===== config.mk =====
export PLATFORM = sky130hd
export DESIGN_NAME = ram_dma_flat
export DESIGN_NICKNAME = d
export VERILOG_FILES = /design/src/rtl/ram_dma_pkg.sv /design/src/rtl/ram_dma_if.sv /design/src/rtl/ram_dma.sv /design/src/flat_wrapper.sv
export SDC_FILE = /design/constraint.sdc
export NUM_CORES = 1
export LEC_CHECK = 0
export ABC_AREA = 1
export CORE_MARGIN = 2
export CORE_UTILIZATION = 40
export DETAILED_ROUTE_END_ITERATION = 16
export GPL_TIMING_DRIVEN = 0
export PLACE_DENSITY = 0.65
export REMOVE_ABC_BUFFERS = 1
export SLEW_MARGIN = 20
export SYNTH_ARGS = -nofsm -noshare
export SYNTH_HDL_FRONTEND = slang
export SYNTH_SLANG_ARGS = --single-unit

===== constraint.sdc =====
create_clock -name clk -period 4.5 [get_ports clk]
set_input_delay 0.9 -clock clk [delete_from_list [all_inputs] [get_ports clk]]
set_output_delay 0.9 -clock clk [all_outputs]
set_load 0.01 [all_outputs]

===== src/rtl/ram_dma_pkg.sv =====
// Shared types and constants for the RAM block-transfer engine.
package ram_dma_pkg;
  localparam int   ADDR_W    = 13;
  localparam int   LEN_W     = 14;
  localparam int   RAM_BYTES = 8192;
  localparam logic MODE_FILL = 1'b0;
  localparam logic MODE_COPY = 1'b1;

  typedef enum logic [2:0] {IDLE, FILL, RD, WR, DONE} state_e;

  // Lengths beyond the RAM size mean "the whole RAM".
  function automatic logic [LEN_W-1:0] clamp_len(input logic [LEN_W-1:0] len);
    return (len > LEN_W'(RAM_BYTES)) ? LEN_W'(RAM_BYTES) : len;
  endfunction
endpackage


===== src/rtl/ram_dma_if.sv =====
// Request handshake plus RAM bus of the DMA engine; master = DMA side.
interface ram_dma_if;
  import ram_dma_pkg::*;

  logic              start;
  logic              mode;
  logic [ADDR_W-1:0] src_addr;
  logic [ADDR_W-1:0] dst_addr;
  logic [LEN_W-1:0]  length;
  logic [7:0]        fill_data;
  logic              busy;
  logic              done;
  logic [ADDR_W-1:0] ram_address;
  logic              ram_w_en;
  logic [7:0]        ram_din;
  logic [7:0]        ram_dout;

  modport master (
    input  start, mode, src_addr, dst_addr, length, fill_data, ram_dout,
    output busy, done, ram_address, ram_w_en, ram_din
  );

  modport slave (
    output start, mode, src_addr, dst_addr, length, fill_data, ram_dout,
    input  busy, done, ram_address, ram_w_en, ram_din
  );
endinterface


===== src/rtl/ram_dma.sv =====
// Block FILL / COPY engine for the 8 KB system RAM. FILL writes 1 byte/clk,
// COPY alternates RD/WR for 2 clk/byte, strictly ascending with modulo wrap.
module ram_dma
  import ram_dma_pkg::*;
(
  input  logic      clk,
  input  logic      rst_n,
  ram_dma_if.master bus
);
  state_e            r_state, w_next;
  logic [ADDR_W-1:0] r_src, r_dst, r_last_addr, w_addr;
  logic [LEN_W-1:0]  r_cnt, w_len;
  logic [7:0]        r_fill, r_last_din, w_din;
  logic              w_busy, w_done, w_wen, w_last;

  assign w_len  = clamp_len(bus.length);
  assign w_last = (r_cnt == LEN_W'(1));

  always_ff @(posedge clk) begin
    if (!rst_n) r_state <= IDLE;
    else        r_state <= w_next;
  end

  // Address/data hold their last driven value outside active cycles. In WR the
  // write data is the RAM's own registered read output, forwarded unchanged.
  always_comb begin
    w_next = r_state;
    w_busy = 1'b0;
    w_done = 1'b0;
    w_wen  = 1'b0;
    w_addr = r_last_addr;
    w_din  = r_last_din;
    unique case (r_state)
      IDLE: begin
        if (bus.start) begin
          if (w_len == '0)                w_next = DONE;
          else if (bus.mode == MODE_COPY) w_next = RD;
          else                            w_next = FILL;
        end
      end
      FILL: begin
        w_busy = 1'b1;
        w_wen  = 1'b1;
        w_addr = r_dst;
        w_din  = r_fill;
        if (w_last) w_next = DONE;
      end
      RD: begin
        w_busy = 1'b1;
        w_addr = r_src;
        w_next = WR;
      end
      WR: begin
        w_busy = 1'b1;
        w_wen  = 1'b1;
        w_addr = r_dst;
        w_din  = bus.ram_dout;
        w_next = w_last ? DONE : RD;
      end
      DONE: begin
        w_done = 1'b1;
        w_next = IDLE;
      end
      default: w_next = IDLE;
    endcase
  end

  always_ff @(posedge clk) begin
    if (!rst_n) begin
      r_src       <= '0;
      r_dst       <= '0;
      r_cnt       <= '0;
      r_fill      <= '0;
      r_last_addr <= '0;
      r_last_din  <= '0;
    end else begin
      r_last_addr <= w_addr;
      r_last_din  <= w_din;
      case (r_state)
        IDLE: begin
          if (bus.start) begin
            r_src  <= bus.src_addr;
            r_dst  <= bus.dst_addr;
            r_cnt  <= w_len;
            r_fill <= bus.fill_data;
          end
        end
        FILL: begin
          r_dst <= r_dst + 1'b1;
          r_cnt <= r_cnt - 1'b1;
        end
        WR: begin
          r_src <= r_src + 1'b1;
          r_dst <= r_dst + 1'b1;
          r_cnt <= r_cnt - 1'b1;
        end
        default: ;
      endcase
    end
  end

  assign bus.busy        = w_busy;
  assign bus.done        = w_done;
  assign bus.ram_w_en    = w_wen;
  assign bus.ram_address = w_addr;
  assign bus.ram_din     = w_din;
endmodule


===== src/flat_wrapper.sv =====
// flat-port wrapper written by rule: the top's interface ports become plain ports
module ram_dma_flat import ram_dma_pkg::*;
  (clk, rst_n, bus_start, bus_mode, bus_src_addr, bus_dst_addr, bus_length, bus_fill_data, bus_ram_dout, bus_busy, bus_done, bus_ram_address, bus_ram_w_en, bus_ram_din);
  ram_dma_if bus_i ();
  input  logic clk;
  input  logic rst_n;
  input wire logic [$bits(bus_i.start)-1:0] bus_start;
  input wire logic [$bits(bus_i.mode)-1:0] bus_mode;
  input wire logic [$bits(bus_i.src_addr)-1:0] bus_src_addr;
  input wire logic [$bits(bus_i.dst_addr)-1:0] bus_dst_addr;
  input wire logic [$bits(bus_i.length)-1:0] bus_length;
  input wire logic [$bits(bus_i.fill_data)-1:0] bus_fill_data;
  input wire logic [$bits(bus_i.ram_dout)-1:0] bus_ram_dout;
  output wire logic [$bits(bus_i.busy)-1:0] bus_busy;
  output wire logic [$bits(bus_i.done)-1:0] bus_done;
  output wire logic [$bits(bus_i.ram_address)-1:0] bus_ram_address;
  output wire logic [$bits(bus_i.ram_w_en)-1:0] bus_ram_w_en;
  output wire logic [$bits(bus_i.ram_din)-1:0] bus_ram_din;
  assign bus_i.start = bus_start;
  assign bus_i.mode = bus_mode;
  assign bus_i.src_addr = bus_src_addr;
  assign bus_i.dst_addr = bus_dst_addr;
  assign bus_i.length = bus_length;
  assign bus_i.fill_data = bus_fill_data;
  assign bus_i.ram_dout = bus_ram_dout;
  assign bus_busy = bus_i.busy;
  assign bus_done = bus_i.done;
  assign bus_ram_address = bus_i.ram_address;
  assign bus_ram_w_en = bus_i.ram_w_en;
  assign bus_ram_din = bus_i.ram_din;
  ram_dma u_core (.clk(clk), .rst_n(rst_n), .bus(bus_i));
endmodule

==> metrics.cfg <==
[setup_path]
reg2reg_depth = 6
r2r_start = u_core.r_state[2]$_SDFFE_PN0P_
critPathRequiredTime_ns = 3.60
crit_path_max_fanout = 43
r2r_slack_ns = 1.99
rr_endpoint = u_core.r_cnt[12]$_SDFFE_PN0P_
path_class = reg -> out
cp-startpoint = u_core.r_state[2]$_SDFFE_PN0P_
arrival_ns = 2.95
start_kind = flop
critical_path.endpoint_type = output pin

[cts]
path_clk_slew_ns = 0.08
holdBufCountCts = 0
h-tree-depth = 3
clock_sinks = 72
postCtsResizedCells = 0
cts-root-buf = clkbuf_8
cts_setup_buffers = 0
cts_made_buffers = 9
worstSkewPairLatency_ns = 0.35
cts_tree = done
max-clock-path-buffers = 2

[yosys]
yosysSeqAreaShare_pct = 37.0
synth_fa_ha_area_share_pct = 1.29
synth_edf_count = 0
synth.area.mux_share_pct = 0
synth_area_mm2 = 0.00389
synth-simple-area-share_pct = 28.1
synth_compound_area_share_pct = 20.8
yosysUniqueCellTypes = 42
synthCells = 569
syn_area_per_cell_um2 = 6.84
synth_top_family_by_area = simple AND/OR/NAND/NOR gates
synth-seq-cells = 72
synth_area_leaders = dfxtp_1 37%, nand2_1 13%, inv_1 7.1%
synth.largest_area_cell = dfxtp_1
synth_top_flop_cell = dfxtp_1
synth.top_cell.area_share_pct = 37.0
synth_xor_area_share_pct = 2.25
async_flop_share_pct = 0
yosysWarnings = 0

[sta]
slew_viol_final = 0
hold_viol_final = 0
slew_headroom_pct = 43.1
fin_crit_ns = 3.85
rsz0062_at_grt = no
finalCritPeriodShare_pct = 85.5
fmax_ghz = 0.260
fin_worst_skew_ns = 0.00702
finalSetupViolations = 0
tightest_slew_ns = 0.851
tns_ns = 0

[die]
fp-row-count = 36
die_w_um = 103
die_area_mm2 = 0.0105
start_util_pct = 40.6
io_pins = 84
die_h_um = 103
fp.coreArea_mm2 = 0.00959

[routing]
wire_per_inst_um = 13.9
ant_nets = 0
viasPerCell = 5.17
vias = 4003
initialDrtViolationCount = 260
drc_errors = 0
dr.pass1.iters = 5
wirelength_mm = 10.8

[layout]
final_cells = 775
n_antenna_cell = 0
area_growth_pct = 27.6
drive_gt1_share_pct = 6.54
fin_nets = 701

[grt]
overflow = 0
grt_max_degree = 44
grt_pass1_wl_mm = 17.1
grt_pass1_vias = 3701
grtUsageTotal_pct = 20.5
antenna_found_initial = 0

[hold_path]
worstHoldPathType = reg -> reg
whs_endpoint = u_core.r_fill[3]$_SDFFE_PN0P_
min_delay_path_depth = 2
min_from = u_core.r_fill[3]$_SDFFE_PN0P_

[outcome]
status = finished clean

[power_and_ir_drop]
p_leak_nw = 1.96
ir_drop_mv = 0.221
power_mw = 2.77
p_per_area_mw_per_mm2 = 558

[place]
dp.cells = 759
dp_hpwl_mm = 7.40
gp_congestion = 0.841
io_buffers = 83

[run]
cap_violations = 0

synthesized netlist by cell type, types with 3 or more instances:
cell      number
o21ai_0       42
nor3_2         7
clkbuf_1      13
inv_2          3
a211oi_1       4
a21oi_1       26
a221oi_1       4
a31oi_1       27
dfxtp_1       72
o221ai_1       9
nor3_1        11
nand2_1      139
buf_2         10
inv_1         74
nor2_1        32
nand2_2        4
nand3_1       38
nand4_1        3
nor2_2         6
xor2_1        10
o211ai_1       3
ha_1           4
how the worst max path moves through the flow:
stage	slack, ns	depth (start not counted)	end
2_1_floorplan	1.84	5	bus_ram_address[11]
3_3_place_gp	0.64	5	u_core.r_src[2]$_SDFFE_PN0P_
3_5_place_dp	0.63	6	bus_ram_address[11]
4_1_cts	0.23	6	bus_ram_address[11]
5_1_grt	0.45	6	bus_ram_address[11]
6_report	0.65	6	bus_ram_address[11]
flip-flops by register name, indices dropped and copies added (netlist names):
register	count
u_core.r_cnt	14
u_core.r_dst	13
u_core.r_fill	8
u_core.r_src	13
u_core.r_last_addr	13
u_core.r_last_din	8
u_core.r_state	3
power by group:
group	internal (mW)	total, mW	leakage (nW)	switching, mW
sequential	0.838	0.989	0.590	0.151
combinational	0.482	1.29	1.28	0.808
clock	0.244	0.493	0.0906	0.249
logic make-up after synthesis:
kind of cell | Yosys count
AOI/OAI and AO/OA | 132
and+or+nand+nor | 248
adders and majority gates | 4
buffers and inverters | 103
xor gates and xnor gates | 10
DFF | 72
metal layers:
metal / wire length (um) / part of all wire (%) / up-vias / global-route usage, %
met5: 0 / 0 / - / 0
met4: 52 / 0.48 / 0 / 6.87
met3: 514 / 4.8 / 8 / 3.73
met2: 5200 / 48 / 93 / 34.8
met1: 5010 / 46 / 1863 / 26.4
li1: - / - / 2039 / -
cell type report:
type | count | area, um2
Inverter | 77 | 289
Clock inverter | 4 | 27.5
Timing Repair Buffer | 83 | 826
Fill cell | 945 | 4630
Multi-Input combinational cell | 394 | 2050
Sequential cell | 72 | 1440
Clock buffer | 12 | 165
Tap cell | 133 | 166
placed cells by master (no fill, tap or decap), types with 5 or more instances in the layout:
| cell type | count |
|---|---|
| a31oi_1 | 27 |
| nand2_1 | 139 |
| nor3_2 | 6 |
| nand3_1 | 38 |
| o221ai_1 | 9 |
| o21ai_0 | 42 |
| nor3_1 | 11 |
| clkbuf_8 | 12 |
| clkdlybuf4s50_1 | 82 |
| nor2_2 | 5 |
| inv_1 | 73 |
| a21oi_1 | 26 |
| xor2_1 | 10 |
| nor2_1 | 32 |
| dfxtp_1 | 72 |
per-stage QoR:
step / setup slack (ns) / area [um2] / hold slack [ns] / utilization, %
final: 0.654 / 4970 / 0.467 / 51.8
after global routing: 0.455 / 4970 / 0.489 / 51.8
after CTS: 0.231 / 4970 / 0.467 / 51.8
after detailed placement: 0.627 / 4770 / 0.455 / 49.8
after global placement: 0.645 / 4770 / 0.452 / 49.7
after floorplan: 1.84 / 3770 / 0.445 / -
worst max-delay path: stages, from the launching register on:
cell and delay, ns:
dfxtp_1 0.44, nor2_4 0.51, inv_2 0.47, nor2_1 0.30, a21oi_1 0.06, o21ai_0 0.19, clkdlybuf4s50_1 0.62
No activity file was read; power rests on OpenSTA's default activity.
